===== config.mk =====
export PLATFORM = sky130hd
export DESIGN_NAME = simple_read_burst_split_flat
export DESIGN_NICKNAME = d
export VERILOG_FILES = /design/src/rtl/simple_read_burst_split_if.sv /design/src/rtl/simple_read_burst_split.sv /design/src/flat_wrapper.sv
export SDC_FILE = /design/constraint.sdc
export NUM_CORES = 1
export LEC_CHECK = 0
export ABC_CLOCK_PERIOD_IN_PS = 12300
export CORE_ASPECT_RATIO = 2
export CORE_MARGIN = 2
export CORE_UTILIZATION = 35
export DETAILED_ROUTE_END_ITERATION = 12
export REMOVE_ABC_BUFFERS = 1
export SETUP_SLACK_MARGIN = 0.3
export SKIP_LAST_GASP = 1
export SLEW_MARGIN = 20
export SYNTH_ARGS = -nofsm -noshare
export SYNTH_HDL_FRONTEND = slang
export SYNTH_SLANG_ARGS = --single-unit

===== constraint.sdc =====
create_clock -name clk_i -period 12.3 [get_ports clk_i]
set_input_delay 2.46 -clock clk_i [delete_from_list [all_inputs] [get_ports clk_i]]
set_output_delay 2.46 -clock clk_i [all_outputs]
set_load 0.01 [all_outputs]

===== src/rtl/simple_read_burst_split_if.sv =====
// Bus bundle for simple_read_burst_split: upstream read request/response and downstream
// sub-burst request/response. Signal suffixes are from the splitter's point of view.
`timescale 1ns / 1ps
interface simple_read_burst_split_if #(
  parameter int unsigned ADDR_W = 32,
  parameter int unsigned DATA_W = 32,
  parameter int unsigned LEN_W  = 20
);
  logic              s_req_valid_i;
  logic              s_req_ready_o;
  logic [ADDR_W-1:0] s_addr_i;
  logic [LEN_W-1:0]  s_len_i;
  logic              s_rvalid_o;
  logic [DATA_W-1:0] s_rdata_o;
  logic              s_rlast_o;
  logic              m_req_valid_o;
  logic              m_req_ready_i;
  logic [ADDR_W-1:0] m_addr_o;
  logic [LEN_W-1:0]  m_len_o;
  logic              m_rvalid_i;
  logic [DATA_W-1:0] m_rdata_i;
  logic              m_rlast_i;
  logic              err_o;

  // The splitter itself.
  modport master (
    input  s_req_valid_i, s_addr_i, s_len_i, m_req_ready_i, m_rvalid_i, m_rdata_i, m_rlast_i,
    output s_req_ready_o, s_rvalid_o, s_rdata_o, s_rlast_o, m_req_valid_o, m_addr_o, m_len_o,
           err_o
  );

  // The surrounding environment (upstream requester plus downstream converter).
  modport slave (
    output s_req_valid_i, s_addr_i, s_len_i, m_req_ready_i, m_rvalid_i, m_rdata_i, m_rlast_i,
    input  s_req_ready_o, s_rvalid_o, s_rdata_o, s_rlast_o, m_req_valid_o, m_addr_o, m_len_o,
           err_o
  );
endinterface


===== src/rtl/simple_read_burst_split.sv =====
// Splits a byte-length read request into sub-bursts that never cross a 4 KiB page and never
// exceed MAX_BEATS beats. Optional request checking is enabled by VERSAT_SPLIT_CHECK_EN.
`timescale 1ns / 1ps
module simple_read_burst_split #(
  parameter int unsigned ADDR_W    = 32,
  parameter int unsigned DATA_W    = 32,
  parameter int unsigned LEN_W     = 20,
  parameter int unsigned MAX_BEATS = 256
) (
  input logic                       clk_i,
  input logic                       arst_n_i,
  simple_read_burst_split_if.master bus
);

  localparam int unsigned B        = DATA_W / 8;
  localparam int unsigned MaxBytes = MAX_BEATS * B;
  localparam int unsigned LenW1    = LEN_W + 1;
  localparam int unsigned MaxW     = $clog2(MaxBytes) + 1;
  // Wide enough for remaining, the 4096-byte page room and the beat cap at once.
  localparam int unsigned CalcW0   = (LenW1 > 14) ? LenW1 : 14;
  localparam int unsigned CalcW    = (CalcW0 > MaxW) ? CalcW0 : MaxW;

  typedef enum logic [1:0] {StIdle, StIssue, StData} state_e;

  state_e            state_q, state_d;
  logic [ADDR_W-1:0] addr_q, addr_d;
  logic [LEN_W-1:0]  rem_q, rem_d;

  logic [CalcW-1:0]  rem_ext, page_room, max_room, sub_ext;
  logic [LEN_W-1:0]  sub_len, rem_left;
  logic              illegal;

  logic              s_req_ready, s_rvalid, s_rlast, m_req_valid, err;
  logic [DATA_W-1:0] s_rdata;
  logic [ADDR_W-1:0] m_addr;
  logic [LEN_W-1:0]  m_len;

  assign rem_ext   = CalcW'(rem_q);
  assign page_room = CalcW'(13'h1000 - {1'b0, addr_q[11:0]});
  assign max_room  = CalcW'(MaxBytes);

  always_comb begin
    sub_ext = rem_ext;
    if (page_room < sub_ext) sub_ext = page_room;
    if (max_room < sub_ext)  sub_ext = max_room;
  end

  // Never wider than remaining, so the narrowing cast is lossless.
  assign sub_len  = LEN_W'(sub_ext);
  assign rem_left = rem_q - sub_len;

`ifdef VERSAT_SPLIT_CHECK_EN
  localparam logic [ADDR_W-1:0] AddrMask = ADDR_W'(B - 1);
  localparam logic [LEN_W-1:0]  LenMask  = LEN_W'(B - 1);

  assign illegal = (bus.s_len_i == '0) || ((bus.s_addr_i & AddrMask) != '0) ||
                   ((bus.s_len_i & LenMask) != '0);
`else
  assign illegal = 1'b0;
`endif

  always_comb begin
    state_d     = state_q;
    addr_d      = addr_q;
    rem_d       = rem_q;
    s_req_ready = 1'b0;
    err         = 1'b0;
    m_req_valid = 1'b0;
    m_addr      = '0;
    m_len       = '0;
    s_rvalid    = 1'b0;
    s_rdata     = '0;
    s_rlast     = 1'b0;

    case (state_q)
      StIdle: begin
        // Reset gating keeps the accept pulse low while reset is held.
        if (bus.s_req_valid_i && arst_n_i) begin
          s_req_ready = 1'b1;
          if (illegal) begin
            err = 1'b1;
          end else begin
            addr_d  = bus.s_addr_i;
            rem_d   = bus.s_len_i;
            state_d = StIssue;
          end
        end
      end
      StIssue: begin
        m_req_valid = 1'b1;
        m_addr      = addr_q;
        m_len       = sub_len;
        if (bus.m_req_ready_i) state_d = StData;
      end
      StData: begin
        s_rvalid = bus.m_rvalid_i;
        s_rdata  = bus.m_rdata_i;
        if (bus.m_rvalid_i && bus.m_rlast_i) begin
          rem_d  = rem_left;
          addr_d = addr_q + ADDR_W'(sub_len);
          if (rem_left == '0) begin
            s_rlast = 1'b1;
            state_d = StIdle;
          end else begin
            state_d = StIssue;
          end
        end
      end
      default: state_d = StIdle;
    endcase
  end

  always_ff @(posedge clk_i or negedge arst_n_i) begin
    if (!arst_n_i) begin
      state_q <= StIdle;
      addr_q  <= '0;
      rem_q   <= '0;
    end else begin
      state_q <= state_d;
      addr_q  <= addr_d;
      rem_q   <= rem_d;
    end
  end

  assign bus.s_req_ready_o = s_req_ready;
  assign bus.s_rvalid_o    = s_rvalid;
  assign bus.s_rdata_o     = s_rdata;
  assign bus.s_rlast_o     = s_rlast;
  assign bus.m_req_valid_o = m_req_valid;
  assign bus.m_addr_o      = m_addr;
  assign bus.m_len_o       = m_len;
  assign bus.err_o         = err;

endmodule

===== src/flat_wrapper.sv =====
// flat-port wrapper written by rule: the top's interface ports become plain ports
module simple_read_burst_split_flat 
#(
  parameter int unsigned ADDR_W    = 32,
  parameter int unsigned DATA_W    = 32,
  parameter int unsigned LEN_W     = 20,
  parameter int unsigned MAX_BEATS = 256
)
  (clk_i, arst_n_i, bus_s_req_valid_i, bus_s_addr_i, bus_s_len_i, bus_m_req_ready_i, bus_m_rvalid_i, bus_m_rdata_i, bus_m_rlast_i, bus_s_req_ready_o, bus_s_rvalid_o, bus_s_rdata_o, bus_s_rlast_o, bus_m_req_valid_o, bus_m_addr_o, bus_m_len_o, bus_err_o);
  simple_read_burst_split_if #(.ADDR_W(ADDR_W), .DATA_W(DATA_W), .LEN_W(LEN_W)) bus_i ();
  input logic clk_i;
  input logic arst_n_i;
  input wire logic [$bits(bus_i.s_req_valid_i)-1:0] bus_s_req_valid_i;
  input wire logic [$bits(bus_i.s_addr_i)-1:0] bus_s_addr_i;
  input wire logic [$bits(bus_i.s_len_i)-1:0] bus_s_len_i;
  input wire logic [$bits(bus_i.m_req_ready_i)-1:0] bus_m_req_ready_i;
  input wire logic [$bits(bus_i.m_rvalid_i)-1:0] bus_m_rvalid_i;
  input wire logic [$bits(bus_i.m_rdata_i)-1:0] bus_m_rdata_i;
  input wire logic [$bits(bus_i.m_rlast_i)-1:0] bus_m_rlast_i;
  output wire logic [$bits(bus_i.s_req_ready_o)-1:0] bus_s_req_ready_o;
  output wire logic [$bits(bus_i.s_rvalid_o)-1:0] bus_s_rvalid_o;
  output wire logic [$bits(bus_i.s_rdata_o)-1:0] bus_s_rdata_o;
  output wire logic [$bits(bus_i.s_rlast_o)-1:0] bus_s_rlast_o;
  output wire logic [$bits(bus_i.m_req_valid_o)-1:0] bus_m_req_valid_o;
  output wire logic [$bits(bus_i.m_addr_o)-1:0] bus_m_addr_o;
  output wire logic [$bits(bus_i.m_len_o)-1:0] bus_m_len_o;
  output wire logic [$bits(bus_i.err_o)-1:0] bus_err_o;
  assign bus_i.s_req_valid_i = bus_s_req_valid_i;
  assign bus_i.s_addr_i = bus_s_addr_i;
  assign bus_i.s_len_i = bus_s_len_i;
  assign bus_i.m_req_ready_i = bus_m_req_ready_i;
  assign bus_i.m_rvalid_i = bus_m_rvalid_i;
  assign bus_i.m_rdata_i = bus_m_rdata_i;
  assign bus_i.m_rlast_i = bus_m_rlast_i;
  assign bus_s_req_ready_o = bus_i.s_req_ready_o;
  assign bus_s_rvalid_o = bus_i.s_rvalid_o;
  assign bus_s_rdata_o = bus_i.s_rdata_o;
  assign bus_s_rlast_o = bus_i.s_rlast_o;
  assign bus_m_req_valid_o = bus_i.m_req_valid_o;
  assign bus_m_addr_o = bus_i.m_addr_o;
  assign bus_m_len_o = bus_i.m_len_o;
  assign bus_err_o = bus_i.err_o;
  simple_read_burst_split #(.ADDR_W(ADDR_W), .DATA_W(DATA_W), .LEN_W(LEN_W), .MAX_BEATS(MAX_BEATS)) u_core (.clk_i(clk_i), .arst_n_i(arst_n_i), .bus(bus_i));
endmodule

* Word level (Yosys, flattened, before mapping)
Index checks and enable logic that the tools add are counted.
** Cells by class
- Equality and inequality tests :: 5
- Reduce and logical (&&, ||, !) cells :: 7
- Magnitude comparators :: 2
- Add/sub/neg operators :: 3
- Mux-type cells :: 23
** Operator list (number)
- $mux 32 :: 4
- $mux 20 :: 4
- $pmux 32 s2 :: 1
- $pmux 20 s2 :: 1
- $add 32x20->32 :: 1
- $lt 11x21->1 const A :: 1
- $lt 21x20->1 :: 1
- $mux 21 :: 1
- $logic_not 20->1 :: 1
- $sub 20x20->20 :: 1
- $sub 13x12->14 const A :: 1
- $mux 1 :: 8
- $mux 2 :: 3
- $pmux 2 s3 :: 1
- $reduce_and 3->1 :: 2
- $ne 2x1->1 const B :: 2
- $eq 2x1->1 const B :: 1
- $eq 2x2->1 const B :: 1
- $logic_and 1x1->1 :: 2
- $logic_not 2->1 :: 1
- $ne 2x2->1 const B :: 1
- $reduce_bool 2->1 :: 1
** Storage, ports and cells
- Register bits after elaboration :: 54
- Logic and storage cells :: 43
- Bits of input ports :: 90
- Output and inout port bits :: 89

* Logic depth before layout (Yosys ltp)
- Depth after elaboration :: 10
- Gate-level depth with buffers :: 29
- Gate-level depth less buffers :: 27

* Worst setup path after synthesis
OpenSTA, ideal clock, no wires.
- Kind :: register to output
- Start :: register u_core.addr_q[2]
- End :: output port bus_s_rlast_o
- Path buffers :: 2
- Cell stages (with the launch flop) :: 26
- Slack :: 3.968 ns
- Arrival :: 5.872 ns
- Data required time :: 9.840 ns
- Path through :: dfrtp_1 > buf_6 > or3_1 > or3b_4 > or2_4 > nor2_4 > xnor2_1 > ha_1 > a21o_1 > a211o_1 > nor3_1 > o211ai_1 > o211ai_1 > clkbuf_1 > a21oi_1 > or2_2 > ha_1 > or3_1 > or2_0 > o22a_1 > a21oi_1 > a21oi_1 > o41a_1 > a22oi_1 > nor4b_2 > nor2b_1
** On the way
- Cells in the longest elaborated chain, start to end :: 10
** Ends and longest elaborated chain
- from (decl) :: RTL line simple_read_burst_split.sv:26 : logic [ADDR_W-1:0] addr_q, addr_d;
- from (signal assigned) :: RTL line simple_read_burst_split.sv:120 : addr_q <= addr_d;
- $sub 13x12->14 * :: RTL line simple_read_burst_split.sv:39 : assign page_room = CalcW'(13'h1000 - {1'b0, addr_q[11:0]});
- $lt 21x20->1 :: RTL line simple_read_burst_split.sv:44 : if (page_room < sub_ext) sub_ext = page_room;
- $mux 21 * :: RTL line simple_read_burst_split.sv:44
- $lt 11x21->1 :: RTL line simple_read_burst_split.sv:45 : if (max_room < sub_ext) sub_ext = max_room;
- $mux 20 * :: RTL line simple_read_burst_split.sv:45
- $sub 20x20->20 * :: RTL line simple_read_burst_split.sv:50 : assign rem_left = rem_q - sub_len;
- $logic_not 20->1 * :: RTL line simple_read_burst_split.sv:101 : if (rem_left == '0) begin
- $mux 1 * :: RTL line simple_read_burst_split.sv:101
- $mux 1 * :: RTL line simple_read_burst_split.sv:98 : if (bus.m_rvalid_i && bus.m_rlast_i) begin
- $mux 1 * :: RTL line simple_read_burst_split.sv:75 : case (state_q)
- to (decl) :: RTL line flat_wrapper.sv:23 : output wire logic [$bits(bus_i.s_rlast_o)-1:0] bus_s_rlast_o;
Every way passes the cells marked *; elsewhere a longest branch is shown, timed or not.

* Worst setup path in the final report
Same ends and word-level chain as after synthesis.

==> out/qor.tcl <==
set qor(ctsHtreeMaxLevel) 2
set qor(syn_area_per_cell_um2) 7.381
set qor(cts-buffers-inserted) 5
set qor(yosysWarnings) 0
set qor(number_of_nets_in_the_layout) 1119
set qor(final.setup_skew_ps) 6.372
set qor(detailed_place.area_um2) 7906
set qor(final.setup.tns_ps) 0
set qor(share_of_cells_above_drive_strength_1) 0.03484
set qor(grt_pass1_vias) 6235
set qor(ff_latch_count_synth) 54
set qor(worst_hold_slack_ps) 523.1
set qor(post-route-cell-area_um2) 8100
set qor(postSynth.asyncResetShare) 1.000
set qor(synth_top_area_frac) 0.2233
set qor(antenna_cells_inserted) 0
set qor(power_frac_seq) 0.202
set qor(timing.critical_path.slowest_stage_cell) {sky130_fd_sc_hd__mux2i_1}
set qor(synth_enable_flop_cells) 0
set qor(outcome) {finished clean}
set qor(tritoncts) {yes}
set qor(synth_top_cells_by_area) {sky130_fd_sc_hd__dfrtp_1 22%, sky130_fd_sc_hd__ha_1 11%, sky130_fd_sc_hd__and2_1 6.9%, sky130_fd_sc_hd__a21oi_1 6.4%, sky130_fd_sc_hd__nor2_1 5.6%}
set qor(globalplace.congestion) 0.9235
set qor(crit_type) {reg -> out}
set qor(fp-row-count) 68
set qor(max-vdd-ir-drop_mv) 0.09991
set qor(critical-path-top-delay-family) {simple AND/OR/NAND/NOR gates}
set qor(min_path_type) {reg -> reg}
set qor(cts_max_path_bufs) 2
set qor(postRouteWirelength_um) 20170
set qor(critical_path.n_buffers_inverters) 1
set qor(hold_depth) 2
set qor(cts-hold-fix-buffers) 0
set qor(postCtsSetupRepairBufs) 0
set qor(slowest_delay_ps) 760
set qor(top_cell_type_by_total_area_after_synthesis) {sky130_fd_sc_hd__dfrtp_1}
set qor(post_cts_resized) 0
set qor(cap_violations) 0
set qor(port_buffers) 168
set qor(floorplan.initialDensity) 0.3539
set qor(final.period_utilization) 0.8565
set qor(syn_area_um2) 6052
set qor(placeableCoreArea_um2) 17100
set qor(overall_fraction_of_global_route_tracks_in_use) 0.2110
set qor(finalMaxSlewViolations) 0
set qor(grt.overflow.total) 0
set qor(cp-end-kind) {output port}
set qor(cp_data_required_time_ps) 9840
set qor(regToRegSetupSlack_ps) 5020
set qor(fin_crit_ps) 10530
set qor(leakage_uw) 0.003399
set qor(setup_viol) 0
set qor(nFillCells) 1728
set qor(crit_cells) 25
set qor(vias_per_cell) 5.411
set qor(grt_antenna_before_repair) 0
set qor(power.switching_uw) 937.2
set qor(worst_setup_start_kind) {register}
set qor(wl_per_cell_um) 17.01
set qor(fmax_mhz) 94.93
set qor(seq_area_frac_synth) 0.2233
set qor(clk_pin_slew_ps) 80
set qor(p_comb_frac) 0.696
set qor(power_per_cell_area_nw_per_um2) 234.0
set qor(worstPathArrival_ps) 8070
set qor(dr_total_vias) 6418
set qor(worst_r2r_path_depth) 24
set qor(clock_latency_ps) 300
set qor(switching_share) 0.4945
set qor(remaining_drc_errors) 0
set qor(chipHeight_um) 190.0
set qor(power.share.clock) 0.103
set qor(area_delta_synth_final_pct) 33.84
set qor(grt_max_degree) 71
set qor(synthDistinctLibCells) 71
set qor(dr.pass1.iters) 6
set qor(die_ar_um2) 18420
set qor(dpl.hpwl_um) 15290
set qor(timing_worst_slew_pin_value_ps) 1018
set qor(clock-sinks) 54
set qor(grt_pass1_wl_um) 32090
set qor(maxSlewHeadroom) 0.3204
set qor(ys.flop_type) {sky130_fd_sc_hd__dfrtp_1}
set qor(syn_inst) 820
set qor(cell_internal_pwr_uw) 958.2
set qor(unrepaired_setup_endpoints_after_global_routing) {false}
set qor(top_level_ports) 179
set qor(antenna_violating_nets_post_route) 0
set qor(worstPathMaxFanout) 12
set qor(report.final.hold_viol_count) 0
set qor(cts_root_buf) {sky130_fd_sc_hd__clkbuf_16}
set qor(final_core_util) 0.4737
set qor(first_iter_violations) 322
set qor(fp.dieW_um) 96.98
==> layer usage <==
layer,track usage,vias to the layer above,part of all wire
li1,-,3208,-
met3,0.02314,20,0.040
met4,0.04930,0,0.015
met1,0.2703,3009,0.44
met2,0.3782,181,0.50
met5,0,-,0
==> registers in the layout, indices dropped and copies added, names as in the netlist <==
register        cells
u_core.rem_q       20
u_core.addr_q      32
u_core.state_q      2
==> power by group through the flow <==
stage | Clock, µW | Sequential [µW] | Combinational (µW)
after floorplan | 0 | 341 | 914
after global placement | 0 | 381 | 1290
after detailed placement | 0 | 384 | 1300
after CTS | 199 | 381 | 1310
after global routing | 206 | 398 | 1470
final | 194 | 382 | 1320
==> metrics by stage <==
stage	total power, µW	setup WS (ps)	std cells
final	1895	1766	1186
after global routing	2076	1429	1186
after CTS	1890	1849	1186
after detailed placement	1686	2226	1178
after global placement	1667	2380	1178
after floorplan	1255	3158	793
==> cell type report <==
class	count	area [µm²]	share of cell area
flip-flops and latches	54	1351	0.1668
clock inverters	3	68.82	0.008496
repair buffers	175	1729	0.2135
well taps	210	262.8	0.03244
multi-input cells	710	4454	0.5499
inverters	29	108.9	0.01344
clock buffers	5	125.1	0.01545
==> synth_stat cells (13+ instances only) <==
library cell               number
sky130_fd_sc_hd__nor2_1        91
sky130_fd_sc_hd__a21oi_1       77
sky130_fd_sc_hd__and2_1        67
sky130_fd_sc_hd__nand2_1       65
sky130_fd_sc_hd__o21ai_0       56
sky130_fd_sc_hd__dfrtp_1       54
sky130_fd_sc_hd__ha_1          52
sky130_fd_sc_hd__clkbuf_1      33
sky130_fd_sc_hd__nand3_1       30
sky130_fd_sc_hd__inv_1         29
sky130_fd_sc_hd__xnor2_1       21
sky130_fd_sc_hd__nor3_1        20
sky130_fd_sc_hd__a211oi_1      19
sky130_fd_sc_hd__a31oi_1       13
sky130_fd_sc_hd__nor4_1        13
==> cells in the final DEF, fill, tap and decap left out, types with 21 or more instances in the layout <==
cell type	count
sky130_fd_sc_hd__dfrtp_1	54
sky130_fd_sc_hd__nor2_1	90
sky130_fd_sc_hd__clkdlybuf4s50_1	167
sky130_fd_sc_hd__xnor2_1	21
sky130_fd_sc_hd__and2_1	67
sky130_fd_sc_hd__inv_1	29
sky130_fd_sc_hd__ha_1	52
sky130_fd_sc_hd__conb_1	27
sky130_fd_sc_hd__a21oi_1	77
sky130_fd_sc_hd__nand2_1	65
sky130_fd_sc_hd__o21ai_0	55
sky130_fd_sc_hd__nand3_1	30
==> cells by family after synthesis <==
family	count (synthesis)	synth area share
buf+inv	81	0.05975
mux	5	0.008270
compound gates	245	0.2572
other cells	2	0.001241
fa+ha+maj	54	0.1141
xor+xnor	32	0.04631
flops	54	0.2233
simple gates	347	0.2899
==> worst reg2reg max path: stages, from the launching register on <==
cell	delay, ps
sky130_fd_sc_hd__dfrtp_1	480
sky130_fd_sc_hd__or3_1	430
sky130_fd_sc_hd__or3b_4	450
sky130_fd_sc_hd__or2_4	270
sky130_fd_sc_hd__nor2_4	120
sky130_fd_sc_hd__xnor2_1	120
sky130_fd_sc_hd__ha_1	270
sky130_fd_sc_hd__a21o_1	170
sky130_fd_sc_hd__a211o_1	300
sky130_fd_sc_hd__nor3_1	150
sky130_fd_sc_hd__o211ai_1	110
sky130_fd_sc_hd__o211ai_1	130
sky130_fd_sc_hd__mux2i_1	760
sky130_fd_sc_hd__o211a_1	470
sky130_fd_sc_hd__nor2_1	130
sky130_fd_sc_hd__ha_1	330
sky130_fd_sc_hd__nor2b_1	170
sky130_fd_sc_hd__o31a_1	300
sky130_fd_sc_hd__o211ai_1	260
sky130_fd_sc_hd__o211ai_1	250
sky130_fd_sc_hd__o41ai_1	670
sky130_fd_sc_hd__o31ai_1	370
sky130_fd_sc_hd__nand3_1	190
sky130_fd_sc_hd__mux2i_1	190
sky130_fd_sc_hd__a21oi_1	70
==> path summary, 6_finish.rpt <==
path,startpoint,endpoint
worst max-delay path,u_core.addr_q[2],bus_s_rlast_o
worst min-delay path,u_core.addr_q[18],u_core.addr_q[18]
worst max register to register,u_core.addr_q[2],u_core.addr_q[30]
worst min register to register,u_core.addr_q[18],u_core.addr_q[18]
max in group asynchronous,arst_n_i,u_core.rem_q[2]
min in group asynchronous,arst_n_i,u_core.addr_q[25]
No activity file was read; power rests on OpenSTA's default activity.
